--- config.mk ---
export PLATFORM = sky130hd
export DESIGN_NAME = store_rmw_unit
export DESIGN_NICKNAME = d
export VERILOG_FILES = /design/src/rtl/store_rmw_unit_pkg.sv /design/src/rtl/store_lane_merge.sv /design/src/rtl/store_rmw_unit.sv
export SDC_FILE = /design/constraint.sdc
export NUM_CORES = 1
export LEC_CHECK = 0
export ABC_AREA = 1
export CAP_MARGIN = 15
export CORE_UTILIZATION = 34
export CTS_BUF_LIST = sky130_fd_sc_hd__clkbuf_16
export DETAILED_ROUTE_END_ITERATION = 12
export SLEW_MARGIN = 20
export SYNTH_ARGS = -nofsm -noshare
export SYNTH_HDL_FRONTEND = slang
export SYNTH_SLANG_ARGS = --single-unit
--- constraint.sdc ---
create_clock -name Clk -period 4.03 [get_ports Clk]
set_input_delay 0.806 -clock Clk [delete_from_list [all_inputs] [get_ports Clk]]
set_output_delay 0.806 -clock Clk [all_outputs]
set_load 0.05 [all_outputs]
--- src/rtl/store_rmw_unit_pkg.sv ---
// Package: store_rmw_unit_pkg
// Shared definitions for the store read-modify-write path: store size encodings, the controller
// state enum, and helpers for lane merging and alignment checking. The lane-merge helper is
// written so a load-side aligner can reuse the same lane arithmetic.
package store_rmw_unit_pkg;

    typedef enum logic [1:0] {
        SZ_BYTE = 2'b00,
        SZ_HALF = 2'b01,
        SZ_WORD = 2'b10,
        SZ_ILL  = 2'b11
    } size_e;

    typedef enum logic [2:0] {
        StIdle,
        StRead,
        StWait,
        StWrite,
        StErr
    } state_e;

    // Little-endian lanes: offset 0 is bits [7:0], offset 3 is bits [31:24].
    function automatic logic [31:0] lane_merge(input logic [31:0] old_word,
                                               input logic [31:0] data,
                                               input logic [1:0]  offset,
                                               input size_e       size);
        logic [31:0] w;
        w = old_word;
        case (size)
            SZ_BYTE: w[{offset, 3'b000} +: 8]        = data[7:0];
            SZ_HALF: w[{offset[1], 4'b0000} +: 16]   = data[15:0];
            default: w                               = data;
        endcase
        return w;
    endfunction

    function automatic logic store_illegal(input size_e size, input logic [1:0] offset);
        return (size == SZ_ILL) ||
               ((size == SZ_HALF) && offset[0]) ||
               ((size == SZ_WORD) && (offset != 2'b00));
    endfunction

endpackage

--- src/rtl/store_lane_merge.sv ---
// Module: store_lane_merge
// Combinational lane merger: replaces the byte or halfword lane(s) selected by offset in the
// old memory word with the low bits of data; a word store passes data straight through.
// Ports:
//   old_word  in   32  word read back from memory
//   data      in   32  register value to store
//   offset    in   2   byte offset within the word
//   size      in   2   store size (size_e)
//   merged    out  32  word to write back
module store_lane_merge
    import store_rmw_unit_pkg::*;
(
    input  logic [31:0] old_word,
    input  logic [31:0] data,
    input  logic [1:0]  offset,
    input  size_e       size,
    output logic [31:0] merged
);

    always_comb begin
        merged = lane_merge(old_word, data, offset, size);
    end

endmodule

--- src/rtl/store_rmw_unit.sv ---
// Module: store_rmw_unit
// Narrows a 32-bit register value into a byte/half/word store for a word-only data memory.
// Word stores are written directly; byte/half stores read the word, merge the lane(s) and write
// the word back. Misaligned or illegal requests are dropped with an err pulse.
// Ports:
//   Clk, Reset                   clock (rising edge), asynchronous active-low reset
//   req_valid/req_ready          request handshake (ready only while idle)
//   req_addr/req_size/req_data   byte address, size code, register value
//   mem_addr                     word address (0 while idle)
//   mem_rd_en/mem_rdata          one-cycle read strobe, data RD_LAT cycles later
//   mem_wr_en/mem_wdata          one-cycle write strobe and merged word
//   done/err                     one-cycle completion / drop pulses
module store_rmw_unit
    import store_rmw_unit_pkg::*;
#(
    parameter int unsigned ADDR_W = 10,
    parameter int unsigned RD_LAT = 1
) (
    input  logic              Clk,
    input  logic              Reset,
    input  logic              req_valid,
    output logic              req_ready,
    input  logic [31:0]       req_addr,
    input  logic [1:0]        req_size,
    input  logic [31:0]       req_data,
    output logic [ADDR_W-1:0] mem_addr,
    output logic              mem_rd_en,
    input  logic [31:0]       mem_rdata,
    output logic              mem_wr_en,
    output logic [31:0]       mem_wdata,
    output logic              done,
    output logic              err
);

    localparam logic [1:0] LAST_CNT = 2'(RD_LAT - 1);

    state_e            state_q, state_d;
    logic [ADDR_W+1:0] addr_q, addr_d;
    size_e             size_q, size_d;
    logic [31:0]       data_q, data_d;
    logic [31:0]       rdata_q, rdata_d;
    logic [1:0]        cnt_q, cnt_d;
    logic [31:0]       merged;

    // Address bits beyond the memory size are ignored; the address wraps.
    logic unused_addr;
    assign unused_addr = ^req_addr[31:ADDR_W+2];

    store_lane_merge u_merge (
        .old_word (rdata_q),
        .data     (data_q),
        .offset   (addr_q[1:0]),
        .size     (size_q),
        .merged   (merged)
    );

    always_ff @(posedge Clk or negedge Reset) begin
        if (!Reset) begin
            state_q <= StIdle;
            addr_q  <= '0;
            size_q  <= SZ_BYTE;
            data_q  <= '0;
            rdata_q <= '0;
            cnt_q   <= '0;
        end else begin
            state_q <= state_d;
            addr_q  <= addr_d;
            size_q  <= size_d;
            data_q  <= data_d;
            rdata_q <= rdata_d;
            cnt_q   <= cnt_d;
        end
    end

    always_comb begin
        state_d   = state_q;
        addr_d    = addr_q;
        size_d    = size_q;
        data_d    = data_q;
        rdata_d   = rdata_q;
        cnt_d     = cnt_q;
        req_ready = 1'b0;
        mem_addr  = '0;
        mem_rd_en = 1'b0;
        mem_wr_en = 1'b0;
        mem_wdata = '0;
        done      = 1'b0;
        err       = 1'b0;

        unique case (state_q)
            StIdle: begin
                req_ready = 1'b1;
                if (req_valid) begin
                    addr_d = req_addr[ADDR_W+1:0];
                    size_d = size_e'(req_size);
                    data_d = req_data;
                    if (store_illegal(size_e'(req_size), req_addr[1:0])) begin
                        state_d = StErr;
                    end else if (size_e'(req_size) == SZ_WORD) begin
                        state_d = StWrite;
                    end else begin
                        state_d = StRead;
                    end
                end
            end
            StRead: begin
                mem_rd_en = 1'b1;
                mem_addr  = addr_q[ADDR_W+1:2];
                cnt_d     = '0;
                state_d   = StWait;
            end
            StWait: begin
                mem_addr = addr_q[ADDR_W+1:2];
                // Read data is valid during the RD_LAT-th cycle after the strobe.
                if (cnt_q == LAST_CNT) begin
                    rdata_d = mem_rdata;
                    state_d = StWrite;
                end else begin
                    cnt_d = cnt_q + 2'd1;
                end
            end
            StWrite: begin
                mem_addr  = addr_q[ADDR_W+1:2];
                mem_wr_en = 1'b1;
                mem_wdata = merged;
                done      = 1'b1;
                state_d   = StIdle;
            end
            StErr: begin
                err     = 1'b1;
                state_d = StIdle;
            end
            default: state_d = StIdle;
        endcase
    end

endmodule
Word-level counts from Yosys, hierarchy flattened --
Index checks and enable logic that the tools add are counted.
Operators by class: add/subtract/negate cells 3, equality and inequality tests 11, shift operators 4, multiplexer cells 16, reductions and logical operators 14
Operators by type and width (count):
- 32-bit bitwise mux | 2
- 32-bit case mux with 2 select lines | 1
- 32-bit 2-to-1 mux | 1
- 16-bit by 7-bit variable shift with 32-bit output (first input constant) | 1
- 8-bit by 7-bit variable shift with 32-bit output (first input constant) | 1
- 16-bit by 7-bit indexed part select with 32-bit output | 1
- 8-bit by 7-bit indexed part select with 32-bit output | 1
- 5-bit negation with 7-bit output | 2
- 10-bit 2-to-1 mux | 1
- 3-bit 2-to-1 mux | 3
- 3-bit case mux with 3 select lines | 1
- 2-bit AND reduction | 4
- 3-bit by 2-bit equality test with 1-bit output (second input constant) | 2
- 2-bit != test (second input constant) | 3
- 2-bit by 1-bit equality test with 1-bit output (second input constant) | 2
- 2-bit equality test (second input constant) | 2
- 2-bit zero test | 2
- 1-bit 2-to-1 mux | 4
- 2-bit 2-to-1 mux | 2
- 2-bit case mux with 2 select lines | 1
- 2-bit nonzero test | 2
- 3-bit by 1-bit equality test with 1-bit output (second input constant) | 1
- 3-bit equality test (second input constant) | 1
- 3-bit zero test | 1
- other kinds (4) | 6
Storage, ports and cells: register bits 83, input port bits 101, output and inout bits 47, word-level logic and storage cells 54

Logic depth before layout (Yosys ltp) --
depth in word-level cells 7, depth in mapped cells 11

Cells and area by module --
A second synthesis with hierarchy kept.
Second synthesis, totals: cells, all modules 831, area, all modules 5365.1 µm²
By module, submodules not included:
- store_rmw_unit | times used 1, cells an instance 476, area each 3783.6 µm², sequential area each 2077.0 µm²
- store_lane_merge | times used 1, cells an instance 355, area each 1581.5 µm², sequential area each 0.0 µm²

Worst setup path before layout --
No wires, ideal clock.
kind flip-flop to output port, start point reg addr_q[1], end point out mem_wdata[11], data arrival time 2.428 ns, required time 3.224 ns, setup slack 0.796 ns, cell stages (with the launch flop) 11, buffers on the path 2, path through dfrtp_1 buf_2 inv_2 buf_2 ha_1 clkinv_1 nor2_1 nand2_1 nand2_1 nand2_1 a21oi_1
Between the ends: cells in the longest elaborated chain, start to end 5, elaborated cells on any way between the ends 10, classes of those cells add/sub (2); shift (4); mux (4)
Ends and longest elaborated chain:
- from (decl) | line store_rmw_unit.sv:38 | logic [ADDR_W+1:0] addr_q, addr_d;
- from (signal assigned) | line store_rmw_unit.sv:67 | addr_q <= addr_d;
- 5-bit negation with 7-bit output, on equally long branches | line store_rmw_unit_pkg.sv:31, store_rmw_unit_pkg.sv:30
- 16-bit by 7-bit indexed part select with 32-bit output (tied with other cells) | line store_rmw_unit_pkg.sv:31 | SZ_HALF: w[{offset[1], 4'b0000} +: 16] = data[15:0];
- 32-bit bitwise mux, on equally long branches | line store_rmw_unit_pkg.sv:31, store_rmw_unit_pkg.sv:30
- 32-bit case mux with 2 select lines * | line store_rmw_unit_pkg.sv:29 | case (size)
- 32-bit 2-to-1 mux * | line store_rmw_unit.sv:90 | unique case (state_q)
- to (decl) | line store_rmw_unit.sv:30 | output logic [31:0] mem_wdata,
Every way passes the cells marked *; elsewhere a longest branch is shown, timed or not.

Final worst setup path --
start point reg addr_q[1], end point out mem_wdata[12]
Same word-level chain as after synthesis.

==> qor.csv <==
metric,value,unit
path_clk_slew,0.06,ns
maxSlewViolCount,0,
die_x,124,um
cellLeakagePower,0.00350,uW
hp-class,reg2reg,
final_area,0.00709,mm^2
final_net_count,984,
rsz0062_at_grt,false,
cts_made_buffers,9,
instances_no_fill,1064,
synthMuxAreaShare,0,
peakVddDrop,0.000328,V
tightest_slew,0.756,ns
clk-insertion-delay-late,0.35,ns
synth-main-ff-cell,dfrtp_1,
slowest_delay,0.47,ns
fin_crit_sh,0.915,
ys_ff_latch,83,
place_area,0.00678,mm^2
drive_gt1_frac,0.0761,
hpwl,11.2,mm
synth-xor-area-share,0,
h-tree-depth,3,
yosysTopAreaCellShare,0.409,
setup_viol,0,
met1_length,7.37,mm
hold_viol_final,0,
status,finished clean,
dp.cells,1050,
numPortBuffers,127,
grt_pass1_vias,4749,
cts_tree,yes,
clock_sinks,83,
root_buffer,clkbuf_16,
yosys.area.top_type,dfrtp_1,
yosys.area_share.simple,0.399,
yosysSeqAreaShare,0.409,
cp_slowest_cell,dfrtp_1,
critPathKind,reg2out,
fill_cells,1521,
drt_iter0_markers,317,
drcViolationCount,0,
p_total,5370,uW
netlist_top_cells_area,"dfrtp_1 41%, nand2_1 26%, nand3_1 7.6%, nor2_1 4.7%, a21oi_1 4.3%",
grt_pass1_wl,24.9,mm
synth_compound_area_frac,0.0976,
io_pins,148,
yosys_warnings,0,
drt_wl_total,15.6,mm
synth-async-reset-ratio,1.00,
synth.avg_cell_area,6.59,um^2
cts_max_path_buffers,2,
synth_top_family_by_area,simple AND/OR/NAND/NOR gates,
die_y,124,um
required,3.22,ns
start_util,0.349,
timing.critical_path.buf_inv,3,
cts_post_setup_buffers_inserted,0,
arrival,2.88,ns
worstPathMaxFanout,27,
synth_common_cells,"351 x nand2_1, 83 x dfrtp_1, 77 x nand3_1",
synth_cell_types,20,
min_period,3.69,ns
routedWlPerCell,14.7,um
yosys.area_share.adder,0.0148,
ctsResizeCount,0,
wl_met3,972,um
cp_top_family,buffers and inverters,
slew-limit-headroom,0.496,
vias_per_cell,4.85,
cts_hold_buf,0,
met2_wirelength,7.10,mm
grt_max_degree,84,
dieArea,0.0154,mm^2
fin_util,0.488,
overflow,0,
drv_cap,0,
netlist_area,0.00508,mm^2
setup_tns,0,ns
num_vias,5156,
core,0.0145,mm^2
dr.pass1.iters,5,
crit_path_cell_trace,inv_2 -> ha_1 -> clkinv_1 -> nor2_1 -> nand2_1 -> nand2_1 -> nand2_1 -> a21oi_1 -> buf_12,
critPathMostFrequentCell,nand2_1,
max_freq,271,MHz
syn_inst,770,
end_kind,primary output,
worstSetupStartpointType,register,
gp_routability_congestion,0.895,
fin_skew,0.00304,ns
powerDensity,758,mW/mm^2
syn_nets,877,
grt_util_all_layers,0.215,
antenna_found_initial,0,
synth_edf_count,0,
yosysMostFrequentCell,nand2_1,
top_layer_used,met4,
antenna_left,0,
rows,44,
n_antenna_cell,0,
area.growth.synth_to_final,39.6,%
## flip-flops by register name, indices dropped and copies added, names as in the netlist
signal   count
state_q      3
cnt_q        2
data_q      32
size_q       2
addr_q      12
rdata_q     32
## layout make-up
type,count,area (um^2),share of cell area
multi-input combinational,593,2610,0.368
sequential,83,2080,0.293
timing repair buffer,140,1690,0.239
tap,184,230,0.0325
clock buffer,9,225,0.0318
inverter,50,188,0.0265
clock inverter,5,71.3,0.0101
## worst paths after layout
path	startpoint	endpoint	slack [ns]	depth (start not counted)
worst max-delay path	addr_q[1]$_DFFE_PN0P_	mem_wdata[12]	0.34	9
worst min-delay path	data_q[27]$_DFFE_PN0P_	data_q[27]$_DFFE_PN0P_	0.47	2
worst max register to register	state_q[1]$_DFFE_PN0P_	data_q[7]$_DFFE_PN0P_	2.02	8
worst min register to register	data_q[27]$_DFFE_PN0P_	data_q[27]$_DFFE_PN0P_	0.47	2
max in group asynchronous	Reset	rdata_q[14]$_DFFE_PN0P_	3.01	1
min in group asynchronous	Reset	data_q[5]$_DFFE_PN0P_	0.50	1
## report_power, final
| group | leakage [uW] | internal [uW] | switching, uW |
|---|---|---|---|
| Sequential | 0.00100 | 1220 | 358 |
| Clock | 0.000148 | 529 | 322 |
| Combinational | 0.00235 | 1010 | 1930 |
## cells by family (layout without fill, tap and decap cells)
group | after synthesis | count (layout)
buffers and inverters | 94 | 204
AND/OR/NAND/NOR | 504 | 504
flip-flops | 83 | 83
AO/OA/AOI/OAI | 83 | 83
adder cells (fa/ha/maj) | 6 | 6
## worst register-to-register path, stage by stage (launching register included)
cell and delay (ns):
dfrtp_1 0.39, inv_2 0.11, nand2_1 0.11, nor2_2 0.26, buf_4 0.37, nand2_2 0.09
buf_4 0.27, nor2_1 0.22, a21oi_1 0.06
## layer usage
metal  track usage  vias to the layer above
met5             0                        -
met4        0.0499                        0
met3        0.0517                       16
met2         0.334                      154
met1         0.301                     2359
li1              -                     2627
## per-stage QoR
step                      setup slack [ns]  hold WS [ns]
final                                0.344         0.474
after CTS                            0.348         0.477
after floorplan                      0.796         0.442
after global routing                0.0771         0.496
after detailed placement             0.735         0.460
after global placement               0.734         0.457
## layout by cell type, fill, tap and decap left out, drive strengths merged
cell type,netlist,routed
inv,46,47
dfrtp,83,83
o21ai,7,7
buf,25,46
nor3,11,11
nand3,77,77
bufinv,0,2
ha,6,6
clkbuf,19,9
nand2,352,352
nor2,64,64
clkinv,4,6
clkdlybuf4s50,0,94
a21boi,24,24
a21oi,44,44
o211ai,8,8
(Power assumes the default switching activity.)
